<file path="config.mk">
export PLATFORM = sky130hd
export DESIGN_NAME = snes_multi_snooper
export DESIGN_NICKNAME = d
export VERILOG_FILES = /design/src/rtl/snes_multi_snooper.sv
export SDC_FILE = /design/constraint.sdc
export NUM_CORES = 1
export LEC_CHECK = 0
export BUFFER_PORTS_ARGS = -buffer_cell sky130_fd_sc_hd__buf_2
export CAP_MARGIN = 5
export CORE_MARGIN = 2
export CORE_UTILIZATION = 51
export DETAILED_ROUTE_END_ITERATION = 10
export PLACE_DENSITY_LB_ADDON = 0.1
export SYNTH_ARGS = -nofsm -noshare
export SYNTH_HDL_FRONTEND = slang
export SYNTH_SLANG_ARGS = --single-unit
</file>
<file path="constraint.sdc">
create_clock -name clk -period 3.1 [get_ports clk]
set_clock_uncertainty 0.2 [all_clocks]
set_input_delay 0.31 -clock clk [delete_from_list [all_inputs] [get_ports clk]]
set_output_delay 0.31 -clock clk [all_outputs]
set_load 0.02 [all_outputs]
</file>
<file path="src/rtl/snes_multi_snooper.sv">
// Passive multi-port SNES controller snooper: synchronises latch/clk/data pins, deserialises
// each port's frame and publishes it with a valid pulse, flagging short, long and stalled frames.

module snes_snoop_port #(
  parameter int BITS           = 16,
  parameter int INVERT         = 1,
  parameter int TIMEOUT_CYCLES = 4096
) (
  input  logic            clk,
  input  logic            reset,
  input  logic            i_latch_rise,
  input  logic            i_latch_fall,
  input  logic            i_sclk,
  input  logic            i_sdata,
  output logic [BITS-1:0] o_state,
  output logic            o_valid,
  output logic            o_busy,
  output logic            o_err_short,
  output logic            o_err_long,
  output logic            o_err_timeout
);
  localparam int CW = $clog2(BITS + 1);
  localparam int TW = $clog2(TIMEOUT_CYCLES + 1);
  localparam logic [CW-1:0] CNT_LAST = CW'(BITS - 1);
  localparam logic [CW-1:0] CNT_FULL = CW'(BITS);
  localparam logic [TW-1:0] TMR_LAST = TW'(TIMEOUT_CYCLES - 1);
  localparam logic          INV      = (INVERT != 0);
  localparam logic [0:0] S_IDLE  = 1'b0;
  localparam logic [0:0] S_SHIFT = 1'b1;

  // [0],[1] synchroniser, [2] edge-detect history
  logic [2:0]      r_clk_pipe;
  logic [1:0]      r_dat_pipe;
  logic [0:0]      r_st;
  logic [CW-1:0]   r_count;
  logic [TW-1:0]   r_timer;
  logic [BITS-1:0] r_shreg;
  logic            r_committed;
  logic            w_fall;
  logic            w_bit;

  assign w_fall = r_clk_pipe[2] & ~r_clk_pipe[1];
  assign w_bit  = r_dat_pipe[1] ^ INV;
  assign o_busy = (r_st == S_SHIFT);

  always_ff @(posedge clk) begin
    if (reset) begin
      r_clk_pipe <= 3'b111;
      r_dat_pipe <= '0;
    end else begin
      r_clk_pipe <= {r_clk_pipe[1:0], i_sclk};
      r_dat_pipe <= {r_dat_pipe[0], i_sdata};
    end
  end

  always_ff @(posedge clk) begin
    if (reset) begin
      r_st          <= S_IDLE;
      r_count       <= '0;
      r_timer       <= '0;
      r_shreg       <= '0;
      r_committed   <= 1'b0;
      o_state       <= '0;
      o_valid       <= 1'b0;
      o_err_short   <= 1'b0;
      o_err_long    <= 1'b0;
      o_err_timeout <= 1'b0;
    end else begin
      o_valid       <= 1'b0;
      o_err_short   <= 1'b0;
      o_err_long    <= 1'b0;
      o_err_timeout <= 1'b0;
      if (i_latch_rise) r_committed <= 1'b0;
      case (r_st)
        S_IDLE: begin
          if (i_latch_fall) begin
            r_st    <= S_SHIFT;
            r_count <= '0;
            r_timer <= '0;
            r_shreg <= '0;
          end else if (w_fall && r_committed) begin
            o_err_long <= 1'b1;
          end
        end
        default: begin
          if (r_count == CNT_FULL) begin
            o_state     <= r_shreg;
            o_valid     <= 1'b1;
            r_committed <= 1'b1;
            r_st        <= S_IDLE;
          end else if (w_fall) begin
            // shift in from the top so the first bit lands in bit 0 after BITS falls
            r_shreg <= {w_bit, r_shreg[BITS-1:1]};
            r_count <= r_count + 1'b1;
            r_timer <= '0;
            if (i_latch_rise && r_count != CNT_LAST) begin
              o_err_short <= 1'b1;
              r_st        <= S_IDLE;
            end
          end else if (i_latch_rise) begin
            o_err_short <= 1'b1;
            r_st        <= S_IDLE;
          end else if (r_timer == TMR_LAST) begin
            o_err_timeout <= 1'b1;
            r_st          <= S_IDLE;
          end else begin
            r_timer <= r_timer + 1'b1;
          end
        end
      endcase
    end
  end
endmodule

module snes_multi_snooper #(
  parameter int NUM_PORTS      = 2,
  parameter int BITS           = 16,
  parameter int INVERT         = 1,
  parameter int TIMEOUT_CYCLES = 4096
) (
  input  logic                      clk,
  input  logic                      reset,
  input  logic                      snes_latch,
  input  logic [NUM_PORTS-1:0]      snes_clk,
  input  logic [NUM_PORTS-1:0]      snes_data,
  output logic [NUM_PORTS*BITS-1:0] state,
  output logic [NUM_PORTS-1:0]      valid,
  output logic [NUM_PORTS-1:0]      busy,
  output logic [NUM_PORTS-1:0]      err_short,
  output logic [NUM_PORTS-1:0]      err_long,
  output logic [NUM_PORTS-1:0]      err_timeout
);
  // shared latch: one synchroniser and edge detector broadcast to all ports
  logic [2:0] r_latch_pipe;
  logic       w_latch_rise;
  logic       w_latch_fall;

  always_ff @(posedge clk) begin
    if (reset) r_latch_pipe <= '0;
    else       r_latch_pipe <= {r_latch_pipe[1:0], snes_latch};
  end

  assign w_latch_rise = r_latch_pipe[1] & ~r_latch_pipe[2];
  assign w_latch_fall = ~r_latch_pipe[1] & r_latch_pipe[2];

  for (genvar p = 0; p < NUM_PORTS; p++) begin : g_port
    snes_snoop_port #(
      .BITS           (BITS),
      .INVERT         (INVERT),
      .TIMEOUT_CYCLES (TIMEOUT_CYCLES)
    ) u_port (
      .clk           (clk),
      .reset         (reset),
      .i_latch_rise  (w_latch_rise),
      .i_latch_fall  (w_latch_fall),
      .i_sclk        (snes_clk[p]),
      .i_sdata       (snes_data[p]),
      .o_state       (state[p*BITS +: BITS]),
      .o_valid       (valid[p]),
      .o_busy        (busy[p]),
      .o_err_short   (err_short[p]),
      .o_err_long    (err_long[p]),
      .o_err_timeout (err_timeout[p])
    );
  end
endmodule

</file>
Word-level counts from Yosys, hierarchy flattened
Cells that the tools add are included.

storage, ports and cells
  input bits = 7
  flip-flop bits (word level) = 125

operators by class
  add/subtract/negate cells = 4
  bitwise operators = 12
  reductions and logical operators = 20
  equality and inequality tests = 14
  mux-type cells = 55

operator list
  cell                   number
  $mux 13                11
  $mux 16                7
  $mux 5                 7
  $mux 1                 30
  $add 13x1->13 const B  2
  $eq 13x12->1 const B   2
  $ne 3x3->1 const B     4
  $reduce_or 3->1        4
  $add 5x1->5 const B    2
  $eq 5x5->1 const B     2
  $ne 5x4->1 const B     2
  $reduce_or 5->1        2
  $ne 2x2->1 const B     4
  $not 1->1              8
  $reduce_and 4->1       2
  $reduce_and 3->1       2
  $and 1x1->1            4
  $logic_and 1x1->1      4
  $reduce_and 2->1       2
  $reduce_bool 2->1      2
  $reduce_or 2->1        2

Logic depth before layout (Yosys ltp)
  depth after elaboration = 7
  mapped depth = 9

Cells and area by module
From an unflattened synthesis, not the netlist that was laid out.

second synthesis, totals
  cell total of the unflattened synthesis = 582
  area, all modules = 5061.1 µm²

by module, submodules not included
  module              sequential area each (µm²)  instances  cells an instance  area each (µm²)
  snes_snoop_port     1221.2                      2          287                2484.9
  snes_multi_snooper  60.1                        1          8                  91.3

Least setup slack after synthesis
No wires, ideal clock.

  path kind = register to register
  start = register g_port[0].u_port.r_timer[0]
  end = register g_port[0].u_port.r_timer[7]
  data arrival time = 1.997 ns
  buffers on the path = 1
  period minus slack after synthesis = 2.285 ns
  library setup time = 0.088 ns
  slack = 0.815 ns
  stages on the path, launching flop included = 8
  cells stage by stage = dfxtp_1 -> ha_1 -> nand3_2 -> or4_1 -> buf_2 -> a311oi_4 -> nor2_2 -> a311oi_2

between the ends
  longest elaborated chain between the ends = 6

ends and longest elaborated chain
  element                 line  text
  from (decl)             36    logic [TW-1:0] r_timer;
  from (signal assigned)  107   r_timer <= r_timer + 1'b1;
  $add 13x1->13           107
  $mux 13                 103   end else if (r_timer == TMR_LAST) begin
  $mux 13                 100   end else if (i_latch_rise) begin
  $mux 13                 91    end else if (w_fall) begin
  $mux 13                 86    if (r_count == CNT_FULL) begin
  $mux 13                 74    case (r_st)

Parallel ways exist; a longest one is shown, timed or not. The select of a mux whose other input is x is not followed.
A chain may end at the register's enable or synchronous reset.

Worst setup path after layout
  start = register g_port[1].u_port.r_timer[0]
  end = register g_port[1].u_port.r_timer[11]

between the ends
  longest elaborated chain between the ends = 6

ends and longest elaborated chain
  element                 line
  from (decl)             36
  from (signal assigned)  107
  $add 13x1->13           107
  $mux 13                 103
  $mux 13                 100
  $mux 13                 91
  $mux 13                 86
  $mux 13                 74

Parallel ways exist; a longest one is shown, timed or not. The select of a mux whose other input is x is not followed.

==> qor.json <==
{
  "placeableCoreArea": {"value": 9730, "unit": "µm²"},
  "vdd_drop_max": {"value": 292, "unit": "µV"},
  "postSynth.asyncResetShare": {"value": 0, "unit": "%"},
  "hpwlAfterDp": {"value": 6.50, "unit": "mm"},
  "synth_seq_area_share": {"value": 49.0, "unit": "%"},
  "synth_top_cell_area_share": {"value": 49.0, "unit": "%"},
  "outcome": {"value": "finished clean"},
  "groute.usage.overall": {"value": 19.6, "unit": "%"},
  "synth_enable_flop_cells": {"value": 0},
  "postSynthRegisterBits": {"value": 125},
  "floorplan.io_pins": {"value": 49},
  "total_design_power": {"value": 3.51, "unit": "mW"},
  "first_global_vias": {"value": 3869},
  "cpMaxStageDelayCell": {"value": "sky130_fd_sc_hd__a311oi_4"},
  "synthTopCellsByCount": {"value": "125 x sky130_fd_sc_hd__dfxtp_1, 113 x sky130_fd_sc_hd__nand2_1, 80 x sky130_fd_sc_hd__a21oi_1"},
  "final-instance-count-excl-fill": {"value": 792},
  "timing.final.ws_setup": {"value": 0.524, "unit": "ns"},
  "drt_first_iter_violations": {"value": 162},
  "port-buffer-count": {"value": 48},
  "setup_violations": {"value": 0},
  "timing.slew.headroom": {"value": 51.0, "unit": "%"},
  "setup.worst_path.class": {"value": "flop to flop"},
  "drive_gt1_share": {"value": 16.7, "unit": "%"},
  "placement.setup.worst_slack": {"value": 0.522, "unit": "ns"},
  "grt_setup_unrepaired": {"value": "false"},
  "hold_viol": {"value": 0},
  "vias": {"value": 4235},
  "layout_worst_path_cycle_share": {"value": 83.1, "unit": "%"},
  "floorplan_die_width": {"value": 104, "unit": "µm"},
  "count_of_maximum_capacitance_violations": {"value": 0},
  "tns": {"value": 0, "unit": "ns"},
  "start_kind": {"value": "flop"},
  "cts_buffer_depth": {"value": 2},
  "die_height": {"value": 104, "unit": "µm"},
  "timing.critical_path.required": {"value": 3.33, "unit": "ns"},
  "hold_class": {"value": "flop to flop"},
  "synthTopCellsByArea": {"value": "sky130_fd_sc_hd__dfxtp_1 49%, sky130_fd_sc_hd__nand2_1 8.3%, sky130_fd_sc_hd__a21oi_1 7.8%, sky130_fd_sc_hd__nand3_1 4.4%, sky130_fd_sc_hd__nor2_1 2.7%"},
  "cts-buffers-inserted": {"value": 17},
  "report.final.slew_viol_count": {"value": 0},
  "synthMostInstantiatedCell": {"value": "sky130_fd_sc_hd__dfxtp_1"},
  "hold_ws": {"value": 0.205, "unit": "ns"},
  "fillerInstances": {"value": 898},
  "placed_cells": {"value": 752},
  "global_route.overflow_total": {"value": 0},
  "final.min_clock_period": {"value": 2.58, "unit": "ns"},
  "clkSlewWorstSetupHoldPaths": {"value": 0.06, "unit": "ns"},
  "clkLatencyLatePin": {"value": 0.53, "unit": "ns"},
  "synth_top_flop_cell": {"value": "sky130_fd_sc_hd__dfxtp_1"},
  "layout_area_overhead": {"value": 16.7, "unit": "%"},
  "cts_tree": {"value": "yes"},
  "detail_route.vias_per_cell": {"value": 5.35},
  "synth_nets": {"value": 624},
  "mappedNetlistArea": {"value": 5110, "unit": "µm²"},
  "cts_post_setup_buffers_inserted": {"value": 0},
  "cts.repair.resized": {"value": 0},
  "max_clock_freq": {"value": 388, "unit": "MHz"},
  "net_count_of_the_finished_layout": {"value": 662},
  "post_synth_num_cell_types": {"value": 59},
  "syn-instance-count": {"value": 609},
  "row_count": {"value": 36},
  "drt-total-wl": {"value": 10.4, "unit": "mm"},
  "ys.warnings.count": {"value": 0},
  "post_synth.cell_area_avg": {"value": 8.39, "unit": "µm²"},
  "area_enclosed_by_the_die_boundary": {"value": 10800, "unit": "µm²"},
  "htree_num_levels": {"value": 4},
  "pd_cells": {"value": 590, "unit": "nW/µm²"},
  "p_leak": {"value": 2.15, "unit": "nW"},
  "clock_tree.root_cell": {"value": "sky130_fd_sc_hd__clkbuf_8"},
  "initial_utilization": {"value": 52.5, "unit": "%"},
  "path_cells": {"value": "ha_1, nand4_1, or4_4, a311oi_4, o21ai_0, o41ai_1"},
  "antenna_violating_nets_post_route": {"value": 0},
  "path_max_fanout": {"value": 13},
  "post-synth-top-area-cell": {"value": "sky130_fd_sc_hd__dfxtp_1"},
  "maximum_number_of_pins_on_one_net_before_global_route_repair": {"value": 47},
  "global_route_wire_length_before_repair": {"value": 17.6, "unit": "mm"},
  "firstDrtPassIters": {"value": 4},
  "globalplace.congestion": {"value": 0.843},
  "setup.worst_path.end_class": {"value": "flop"},
  "number_of_antenna_violations_at_the_first_check_in_global_routing": {"value": 0},
  "critical_path_arrival": {"value": 2.80, "unit": "ns"},
  "routed_wire_length_per_instance": {"value": 13.2, "unit": "µm"},
  "final_antenna_diode_count": {"value": 0},
  "worst_pin_slew": {"value": 0.735, "unit": "ns"},
  "crit_path_max_incr_delay": {"value": 0.58, "unit": "ns"},
  "clkSinkCount": {"value": 125},
  "remaining_drc_errors": {"value": 0}
}
-- state kept, by name, indices dropped and copies added (netlist names), 3 cells and up --
signal	count
g_port.u_port.r_count	10
g_port.u_port.r_shreg	32
g_port.u_port.r_clk_pipe	6
r_latch_pipe	3
g_port.u_port.o_state	32
g_port.u_port.r_dat_pipe	4
g_port.u_port.r_timer	26
-- cells in the final DEF (no fill, tap or decap), types with 2 or more instances in the layout --
cell type / Yosys / layout
sky130_fd_sc_hd__nand3_1: 45 / 45
sky130_fd_sc_hd__a31oi_1: 5 / 4
sky130_fd_sc_hd__inv_1: 12 / 12
sky130_fd_sc_hd__dfxtp_1: 125 / 125
sky130_fd_sc_hd__or2b_2: 2 / 2
sky130_fd_sc_hd__nor3b_1: 4 / 4
sky130_fd_sc_hd__a21oi_1: 80 / 80
sky130_fd_sc_hd__xnor2_1: 2 / 2
sky130_fd_sc_hd__dlygate4sd3_1: 0 / 9
sky130_fd_sc_hd__nand2b_1: 3 / 3
sky130_fd_sc_hd__a211oi_1: 2 / 2
sky130_fd_sc_hd__and3_1: 3 / 3
sky130_fd_sc_hd__a2111oi_0: 2 / 2
sky130_fd_sc_hd__clkinvlp_4: 0 / 6
sky130_fd_sc_hd__ha_1: 8 / 8
sky130_fd_sc_hd__nand2_1: 113 / 113
sky130_fd_sc_hd__nor2b_1: 14 / 14
sky130_fd_sc_hd__xor2_1: 6 / 6
sky130_fd_sc_hd__nand4_1: 8 / 8
sky130_fd_sc_hd__o21a_1: 2 / 2
sky130_fd_sc_hd__a311oi_4: 2 / 2
sky130_fd_sc_hd__nand3b_1: 2 / 2
sky130_fd_sc_hd__o22ai_1: 2 / 2
sky130_fd_sc_hd__clkbuf_16: 0 / 16
sky130_fd_sc_hd__o31ai_1: 7 / 7
sky130_fd_sc_hd__or2_2: 7 / 7
sky130_fd_sc_hd__nor3_1: 12 / 12
sky130_fd_sc_hd__nor2_1: 37 / 37
sky130_fd_sc_hd__or4_1: 2 / 2
sky130_fd_sc_hd__clkbuf_8: 3 / 3
sky130_fd_sc_hd__buf_2: 3 / 48
sky130_fd_sc_hd__nor4_1: 9 / 9
sky130_fd_sc_hd__buf_4: 10 / 10
sky130_fd_sc_hd__clkinv_2: 0 / 4
sky130_fd_sc_hd__o21ai_0: 20 / 20
sky130_fd_sc_hd__nand3_2: 2 / 2
-- final cells by class --
| cell class | instances | area [µm²] | area share [%] |
|---|---|---|---|
| inverter | 12 | 45.0 | 0.756 |
| tap | 133 | 166 | 2.79 |
| multi-input combinational | 424 | 2300 | 38.6 |
| sequential | 125 | 2500 | 42.0 |
| timing repair buffer | 67 | 405 | 6.80 |
| clock inverter | 11 | 95.1 | 1.60 |
| clock buffer | 20 | 445 | 7.47 |
-- per-layer routing --
layer | part of all wire, % | wire length, µm | track usage, % | vias up
met4 | 1.8 | 183 | 8.30 | 0
met1 | 46 | 4820 | 24.8 | 1974
li1 | - | - | - | 2164
met2 | 48 | 5040 | 32.1 | 80
met5 | 0 | 0 | 0 | -
met3 | 3.9 | 407 | 4.82 | 17
-- where the power goes --
group | internal (mW) | leakage [nW] | switching (mW)
sequential | 1.62 | 1.01 | 0.00579
combinational | 0.0347 | 0.891 | 0.0671
clock | 1.09 | 0.251 | 0.699
-- logic make-up (layout without fill, tap and decap cells) --
kind of cell	Yosys count	in the layout	share of synthesized area, %
AOI/OAI and AO/OA	130	130	15.1
muxes	2	2	0.416
and+or+nand+nor	276	276	26.1
adders and majority gates	8	8	1.96
buffers and inverters	60	110	6.12
xor gates and xnor gates	8	8	1.37
DFF	125	125	49.0
-- stage by stage --
| stage | instance area, µm² | utilization, % |
|---|---|---|
| floorplan | 5110 | - |
| global placement | 5330 | 54.8 |
| detailed placement | 5330 | 54.8 |
| CTS | 5960 | 61.3 |
| global route | 5960 | 61.3 |
| finish | 5960 | 61.3 |
-- repair_timing --
item                                   CTS  global route
hold buffers                             9             0
endpoints found under the hold margin   11             0
setup endpoints to repair                0             0
-- worst paths after layout --
path	endpoint	slack (ns)	cells after the start	startpoint
max	g_port[1].u_port.r_timer[11]$_SDFFE_PP0P_	0.52	6	g_port[1].u_port.r_timer[0]$_SDFFE_PP0P_
min	g_port[0].u_port.r_clk_pipe[1]$_SDFF_PP1_	0.21	1	g_port[0].u_port.r_clk_pipe[0]$_SDFF_PP1_
max reg2reg	g_port[1].u_port.r_timer[11]$_SDFFE_PP0P_	0.52	6	g_port[1].u_port.r_timer[0]$_SDFFE_PP0P_
min reg2reg	g_port[0].u_port.r_clk_pipe[1]$_SDFF_PP1_	0.21	1	g_port[0].u_port.r_clk_pipe[0]$_SDFF_PP1_
-- critical path: cells and delay by family, from the launching register on --
kind                       cells  cell delay, ns
AOI/OAI and AO/OA              3            0.84
adders and majority gates      1            0.23
DFF                            1            0.39
and+or+nand+nor                2            0.81
No activity file was read; power rests on OpenSTA's default activity.
